File: src/rtl/legv8_isa_pkg.sv
// Shared LEGv8 ISA definitions: op-select codes, opcode fields and immediate widths.
// The control decoder imports the same constants, so encode and decode cannot diverge.
package legv8_isa_pkg;

    typedef enum logic [3:0] {
        OpAdd  = 4'd0,
        OpSub  = 4'd1,
        OpAnd  = 4'd2,
        OpOrr  = 4'd3,
        OpAddi = 4'd4,
        OpSubi = 4'd5,
        OpAndi = 4'd6,
        OpOrri = 4'd7,
        OpLdur = 4'd8,
        OpStur = 4'd9,
        OpB    = 4'd10,
        OpCbz  = 4'd11
    } op_e;

    localparam logic [10:0] OpcAdd  = 11'b10001011000;
    localparam logic [10:0] OpcSub  = 11'b11001011000;
    localparam logic [10:0] OpcAnd  = 11'b10001010000;
    localparam logic [10:0] OpcOrr  = 11'b10101010000;
    localparam logic [9:0]  OpcAddi = 10'b1001000100;
    localparam logic [9:0]  OpcSubi = 10'b1101000100;
    localparam logic [9:0]  OpcAndi = 10'b1001001000;
    localparam logic [9:0]  OpcOrri = 10'b1011001000;
    localparam logic [10:0] OpcLdur = 11'b11111000010;
    localparam logic [10:0] OpcStur = 11'b11111000000;
    localparam logic [5:0]  OpcB    = 6'b000101;
    localparam logic [7:0]  OpcCbz  = 8'b10110100;

    localparam int unsigned ImmIWidth  = 12;
    localparam int unsigned ImmDWidth  = 9;
    localparam int unsigned ImmBWidth  = 26;
    localparam int unsigned ImmCbWidth = 19;

    // True when imm survives truncation to width bits and sign-extension back.
    function automatic logic fits_signed(logic [31:0] imm, int unsigned width);
        logic signed [31:0] hi;
        hi = $signed(imm) >>> (width - 1);
        return (hi == '0) || (hi == '1);
    endfunction

    function automatic logic fits_unsigned(logic [31:0] imm, int unsigned width);
        return (imm >> width) == '0;
    endfunction

endpackage

File: src/rtl/legv8_field_pack.sv
// Combinational packer: symbolic instruction fields to a 32-bit LEGv8 word,
// flagging illegal op selects and immediates that do not fit their field.
module legv8_field_pack
    import legv8_isa_pkg::*;
(
    input  logic [3:0]  i_op,
    input  logic [4:0]  i_rd,
    input  logic [4:0]  i_rn,
    input  logic [4:0]  i_rm,
    input  logic [31:0] i_imm,
    output logic [31:0] o_word,
    output logic        o_illegal,
    output logic        o_range_err
);

    logic w_fit_i, w_fit_d, w_fit_b, w_fit_cb;

    assign w_fit_i  = fits_unsigned(i_imm, ImmIWidth);
    assign w_fit_d  = fits_signed(i_imm, ImmDWidth);
    assign w_fit_b  = fits_signed(i_imm, ImmBWidth);
    assign w_fit_cb = fits_signed(i_imm, ImmCbWidth);

    // Out-of-range immediates are still packed, truncated to the field width.
    always_comb begin
        o_word      = '0;
        o_illegal   = 1'b0;
        o_range_err = 1'b0;
        case (i_op)
            OpAdd:  o_word = {OpcAdd, i_rm, 6'd0, i_rn, i_rd};
            OpSub:  o_word = {OpcSub, i_rm, 6'd0, i_rn, i_rd};
            OpAnd:  o_word = {OpcAnd, i_rm, 6'd0, i_rn, i_rd};
            OpOrr:  o_word = {OpcOrr, i_rm, 6'd0, i_rn, i_rd};
            OpAddi: begin o_word = {OpcAddi, i_imm[11:0], i_rn, i_rd}; o_range_err = !w_fit_i; end
            OpSubi: begin o_word = {OpcSubi, i_imm[11:0], i_rn, i_rd}; o_range_err = !w_fit_i; end
            OpAndi: begin o_word = {OpcAndi, i_imm[11:0], i_rn, i_rd}; o_range_err = !w_fit_i; end
            OpOrri: begin o_word = {OpcOrri, i_imm[11:0], i_rn, i_rd}; o_range_err = !w_fit_i; end
            OpLdur: begin
                o_word      = {OpcLdur, i_imm[8:0], 2'b00, i_rn, i_rd};
                o_range_err = !w_fit_d;
            end
            OpStur: begin
                o_word      = {OpcStur, i_imm[8:0], 2'b00, i_rn, i_rd};
                o_range_err = !w_fit_d;
            end
            OpB: begin
                o_word      = {OpcB, i_imm[25:0]};
                o_range_err = !w_fit_b;
            end
            OpCbz: begin
                o_word      = {OpcCbz, i_imm[18:0], i_rd};
                o_range_err = !w_fit_cb;
            end
            default: o_illegal = 1'b1;
        endcase
    end

endmodule

File: src/rtl/legv8_instr_encoder.sv
// Streaming instruction encoder: accepts symbolic instructions over valid/ready and
// writes packed LEGv8 words sequentially into instruction memory.
module legv8_instr_encoder
    import legv8_isa_pkg::*;
#(
    parameter int unsigned DEPTH  = 64,
    parameter int unsigned ADDR_W = 6
) (
    input  logic              clk,
    input  logic              reset,
    input  logic              clear,
    input  logic              in_valid,
    output logic              in_ready,
    input  logic [3:0]        in_op,
    input  logic [4:0]        in_rd,
    input  logic [4:0]        in_rn,
    input  logic [4:0]        in_rm,
    input  logic [31:0]       in_imm,
    output logic              wr_en,
    output logic [ADDR_W-1:0] wr_addr,
    output logic [31:0]       wr_data,
    output logic [ADDR_W:0]   count,
    output logic              full,
    output logic              err_illegal,
    output logic              err_range
);

    logic [ADDR_W:0]   r_count;
    logic              r_wr_en;
    logic [ADDR_W-1:0] r_wr_addr;
    logic [31:0]       r_wr_data;
    logic              r_err_illegal;
    logic              r_err_range;

    logic [31:0] w_word;
    logic        w_illegal;
    logic        w_range_err;
    logic        w_full;
    logic        w_accept;
    logic        w_write;

    legv8_field_pack u_field_pack (
        .i_op        (in_op),
        .i_rd        (in_rd),
        .i_rn        (in_rn),
        .i_rm        (in_rm),
        .i_imm       (in_imm),
        .o_word      (w_word),
        .o_illegal   (w_illegal),
        .o_range_err (w_range_err)
    );

    assign w_full   = (r_count == (ADDR_W + 1)'(DEPTH));
    assign in_ready = !w_full && !clear;
    assign w_accept = in_valid && in_ready;
    assign w_write  = w_accept && !w_illegal;

    // The counter saturates at DEPTH via in_ready; it never wraps.
    always_ff @(posedge clk or posedge reset) begin
        if (reset) begin
            r_count       <= '0;
            r_wr_en       <= 1'b0;
            r_wr_addr     <= '0;
            r_wr_data     <= '0;
            r_err_illegal <= 1'b0;
            r_err_range   <= 1'b0;
        end else if (clear) begin
            r_count       <= '0;
            r_wr_en       <= 1'b0;
            r_err_illegal <= 1'b0;
            r_err_range   <= 1'b0;
        end else begin
            r_wr_en       <= w_write;
            r_err_illegal <= w_accept && w_illegal;
            r_err_range   <= w_write && w_range_err;
            if (w_write) begin
                r_wr_addr <= r_count[ADDR_W-1:0];
                r_wr_data <= w_word;
                r_count   <= r_count + 1'b1;
            end
        end
    end

    assign wr_en       = r_wr_en;
    assign wr_addr     = r_wr_addr;
    assign wr_data     = r_wr_data;
    assign count       = r_count;
    assign full        = w_full;
    assign err_illegal = r_err_illegal;
    assign err_range   = r_err_range;

endmodule

File: config.mk
export PLATFORM = sky130hd
export DESIGN_NAME = legv8_instr_encoder
export DESIGN_NICKNAME = d
export VERILOG_FILES = /design/src/rtl/legv8_isa_pkg.sv /design/src/rtl/legv8_field_pack.sv /design/src/rtl/legv8_instr_encoder.sv
export SDC_FILE = /design/constraint.sdc
export NUM_CORES = 1
export LEC_CHECK = 0
export CAP_MARGIN = 20
export CELL_PAD_IN_SITES_DETAIL_PLACEMENT = 2
export CELL_PAD_IN_SITES_GLOBAL_PLACEMENT = 2
export CORE_MARGIN = 10
export CORE_UTILIZATION = 27
export CTS_CLUSTER_DIAMETER = 200
export CTS_CLUSTER_SIZE = 16
export DETAILED_ROUTE_END_ITERATION = 10
export PLACE_DENSITY = 0.91
export SYNTH_ARGS = -nofsm -noshare
export SYNTH_HDL_FRONTEND = slang
export SYNTH_SLANG_ARGS = --single-unit
File: constraint.sdc
create_clock -name clk -period 4.57 [get_ports clk]
set_input_delay 0.914 -clock clk [delete_from_list [all_inputs] [get_ports clk]]
set_output_delay 0.914 -clock clk [all_outputs]
set_load 0.01 [all_outputs]
==> results.sh <==
export IMPL_gp_congestion=0.805
export IMPL_slew_viol_final=0
export IMPL_pwr_share_comb_pct=30.1
export IMPL_cap_violations=0
export IMPL_p_sw_uw=348
export IMPL_p_leak_nw=1.50
export IMPL_fin_skew_ns=0.00228
export IMPL_synth_area_leader_cell="dfrtp_1"
export IMPL_start_kind="primary input"
export IMPL_dieArea_mm2=0.0138
export IMPL_tns_ns=0
export IMPL_clock_sinks=48
export IMPL_rsz0062_at_grt="no"
export IMPL_hpwl_um=8450
export IMPL_die_h_um=118
export IMPL_fin_cells=497
export IMPL_crit_end="wr_data[17]$_DFFE_PP0P_"
export IMPL_postCtsHoldBufs=0
export IMPL_critPathMaxStageDelay_ns=0.49
export IMPL_yosys_warnings=0
export IMPL_cp_data_arrival_time_ns=3.56
export IMPL_relSlewSlack_pct=47.1
export IMPL_syn_inst=271
export IMPL_tightest_slew_ns=0.794
export IMPL_final_nets=429
export IMPL_clk_pin_slew_ns=0.09
export IMPL_vias_per_cell=5.28
export IMPL_power_share_sequential_pct=45.3
export IMPL_drt_wl_total_um=10800
export IMPL_max_freq_ghz=0.300
export IMPL_cp_max_fo=33
export IMPL_ys_seq_area_share_pct=46.7
export IMPL_ios=105
export IMPL_antenna_cells=0
export IMPL_r2r_end="wr_data[17]$_DFFE_PP0P_"
export IMPL_critical_path_top_delay_family="buffers and inverters"
export IMPL_fp_row_count=35
export IMPL_cts_made_buffers=5
export IMPL_critPathLaunch="in_op[2]"
export IMPL_port_buffers=104
export IMPL_critPathKind="in -> reg"
export IMPL_first_iter_violations=188
export IMPL_cts_resized=0
export IMPL_syn_area_per_cell_um2=9.49
export IMPL_synth_edff_count=0
export IMPL_core_area_mm2=0.00924
export IMPL_cts_root_buf="clkbuf_8"
export IMPL_clock_latency_ns=0.30
export IMPL_drcViolationCount=0
export IMPL_slowest_stage="clkdlybuf4s50_1"
export IMPL_place_inst=488
export IMPL_end_kind="register"
export IMPL_cts_tree="built"
export IMPL_fin_crit_ns=3.33
export IMPL_fp_dieW_um=118
export IMPL_synth_cell_types=40
export IMPL_ant_nets=0
export IMPL_dr_pass1_iters=5
export IMPL_grt_max_degree=49
export IMPL_ctsLongestPathBuffers=2
export IMPL_r2r_setup_slack_ns=1.77
export IMPL_period_share_pct=72.9
export IMPL_power_density_mw_per_mm2=297
export IMPL_grt_pass1_vias=3008
export IMPL_syn_nets=333
export IMPL_irDropWorstVdd_uv=121
export IMPL_power_mw=1.12
export IMPL_path_cells="clkdlybuf4s50_1, ha_1, nor3b_4, nand2b_2, inv_2, buf_4, nor2_1, a41oi_2"
export IMPL_antenna_found_initial=0
export IMPL_cp_required_ns=4.80
export IMPL_drive_above_1_share_pct=7.07
export IMPL_areaGrowthSynthToFinish_pct=47.3
export IMPL_p_sw_share_pct=30.9
export IMPL_vias=2626
export IMPL_h_tree_depth=2
export IMPL_synth_common_cells="dfrtp_1, nor2_1, nand2_1"
export IMPL_grt_overflow=0
export IMPL_synth_ff_type="dfrtp_1"
export IMPL_power_internal_uw=776
export IMPL_setup_viol=0
export IMPL_holdWs_ns=0.495
export IMPL_pwr_share_clk_pct=24.6
export IMPL_synthArstFlopShare_pct=100
export IMPL_crit_buf_inv=3
export IMPL_hold_class="reg -> reg"
export IMPL_r2r_start="count[0]$_DFFE_PP0P_"
export IMPL_reg2reg_depth=9
export IMPL_synth_area_leaders="dfrtp_1, nor2_1, a222oi_1"
export IMPL_grt_use_total_pct=15.0
export IMPL_grt_first_pass_wirelength_um=17000
export IMPL_yosys_cell_count_top_type="dfrtp_1"
export IMPL_synth_top_area_share_pct=46.7
export IMPL_syn_area_mm2=0.00257
export IMPL_detail_route_wl_per_cell_um=21.7
export IMPL_cp_depth=8
export IMPL_finish_utilization_pct=41.0
export IMPL_start_util_pct=27.8
export IMPL_status="finished clean"
export IMPL_synth_seq_cells=48
export IMPL_finalHoldViolCount=0
export IMPL_postCtsSetupBuffers=0
## cell families (layout without fill, tap and decap cells)
logic type,Yosys count,in the layout,share of synthesized area [%]
AOI/OAI and AO/OA,62,62,19.6
xor gates and xnor gates,6,6,2.04
adders and majority gates,7,7,3.40
buffers and inverters,26,123,5.88
DFF,48,48,46.7
and+or+nand+nor,122,122,22.4
## cell type report
type	instances	area, um^2
inverter	7	26.3
clock buffer	6	82.6
clock inverter	2	13.8
fill	1009	5450
tap	129	161
multi-input combinational	197	1220
timing repair buffer	108	1080
sequential	48	1200
## sequential cells by signal (all words and copies together), names as in the netlist
signal / count
wr_data: 32
count: 7
err_range: 1
err_illegal: 1
wr_addr: 6
wr_en: 1
## layer usage
| metal | up-vias | global-route usage [%] | part of all wire (%) |
|---|---|---|---|
| li1 | 1183 | - | - |
| met5 | - | 0 | 0 |
| met2 | 108 | 26.1 | 50 |
| met4 | 0 | 2.40 | 0.42 |
| met1 | 1331 | 18.2 | 43 |
| met3 | 4 | 4.17 | 6.4 |
## worst min path at each step
| stage | to | slack, ns | cells past startpoint | from |
|---|---|---|---|---|
| after global routing | wr_addr[4]$_DFFE_PP0P_ | 0.54 | 2 | wr_addr[4]$_DFFE_PP0P_ |
| after global placement | wr_data[22]$_DFFE_PP0P_ | 0.47 | 2 | wr_data[22]$_DFFE_PP0P_ |
| final | wr_addr[5]$_DFFE_PP0P_ | 0.49 | 2 | wr_addr[5]$_DFFE_PP0P_ |
| after detailed placement | wr_addr[4]$_DFFE_PP0P_ | 0.48 | 2 | wr_addr[4]$_DFFE_PP0P_ |
| after CTS | wr_addr[4]$_DFFE_PP0P_ | 0.50 | 2 | wr_addr[4]$_DFFE_PP0P_ |
| after floorplan | wr_data[28]$_DFFE_PP0P_ | 0.51 | 2 | wr_data[28]$_DFFE_PP0P_ |
## power groups by stage
| stage | sequential [mW] | combinational (mW) | clock (mW) |
|---|---|---|---|
| finish | 0.510 | 0.338 | 0.276 |
| global route | 0.516 | 0.367 | 0.301 |
| CTS | 0.511 | 0.342 | 0.284 |
| detailed placement | 0.518 | 0.339 | 0 |
| global placement | 0.517 | 0.324 | 0 |
| floorplan | 0.534 | 0.110 | 0 |
## layout by cell type, fill, tap and decap left out, types with 2 or more instances in the layout
master	instances
a21oi_1	20
a221oi_1	6
a222oi_1	17
a31oi_1	5
a41oi_2	5
and3_1	2
buf_4	3
clkbuf_8	6
clkdlybuf4s50_1	104
dfrtp_1	48
ha_1	7
inv_1	5
inv_2	2
nand2_1	41
nand3_1	5
nand4_1	7
nor2_1	47
nor2b_1	2
nor3_1	3
nor4_1	4
o21ai_0	4
xor2_1	5
## metrics by stage
step	cell area, um^2	setup slack [ns]
floorplan	2570	2.24
global placement	3670	1.16
detailed placement	3670	0.914
CTS	3770	1.22
global route	3790	0.990
finish	3790	1.24
## tightest hold or removal path: stages (launching register included)
cell	delay, ns
dfrtp_1	0.36
nand2_1	0.05
nand2_1	0.05
No activity file was read; power rests on OpenSTA's default activity.
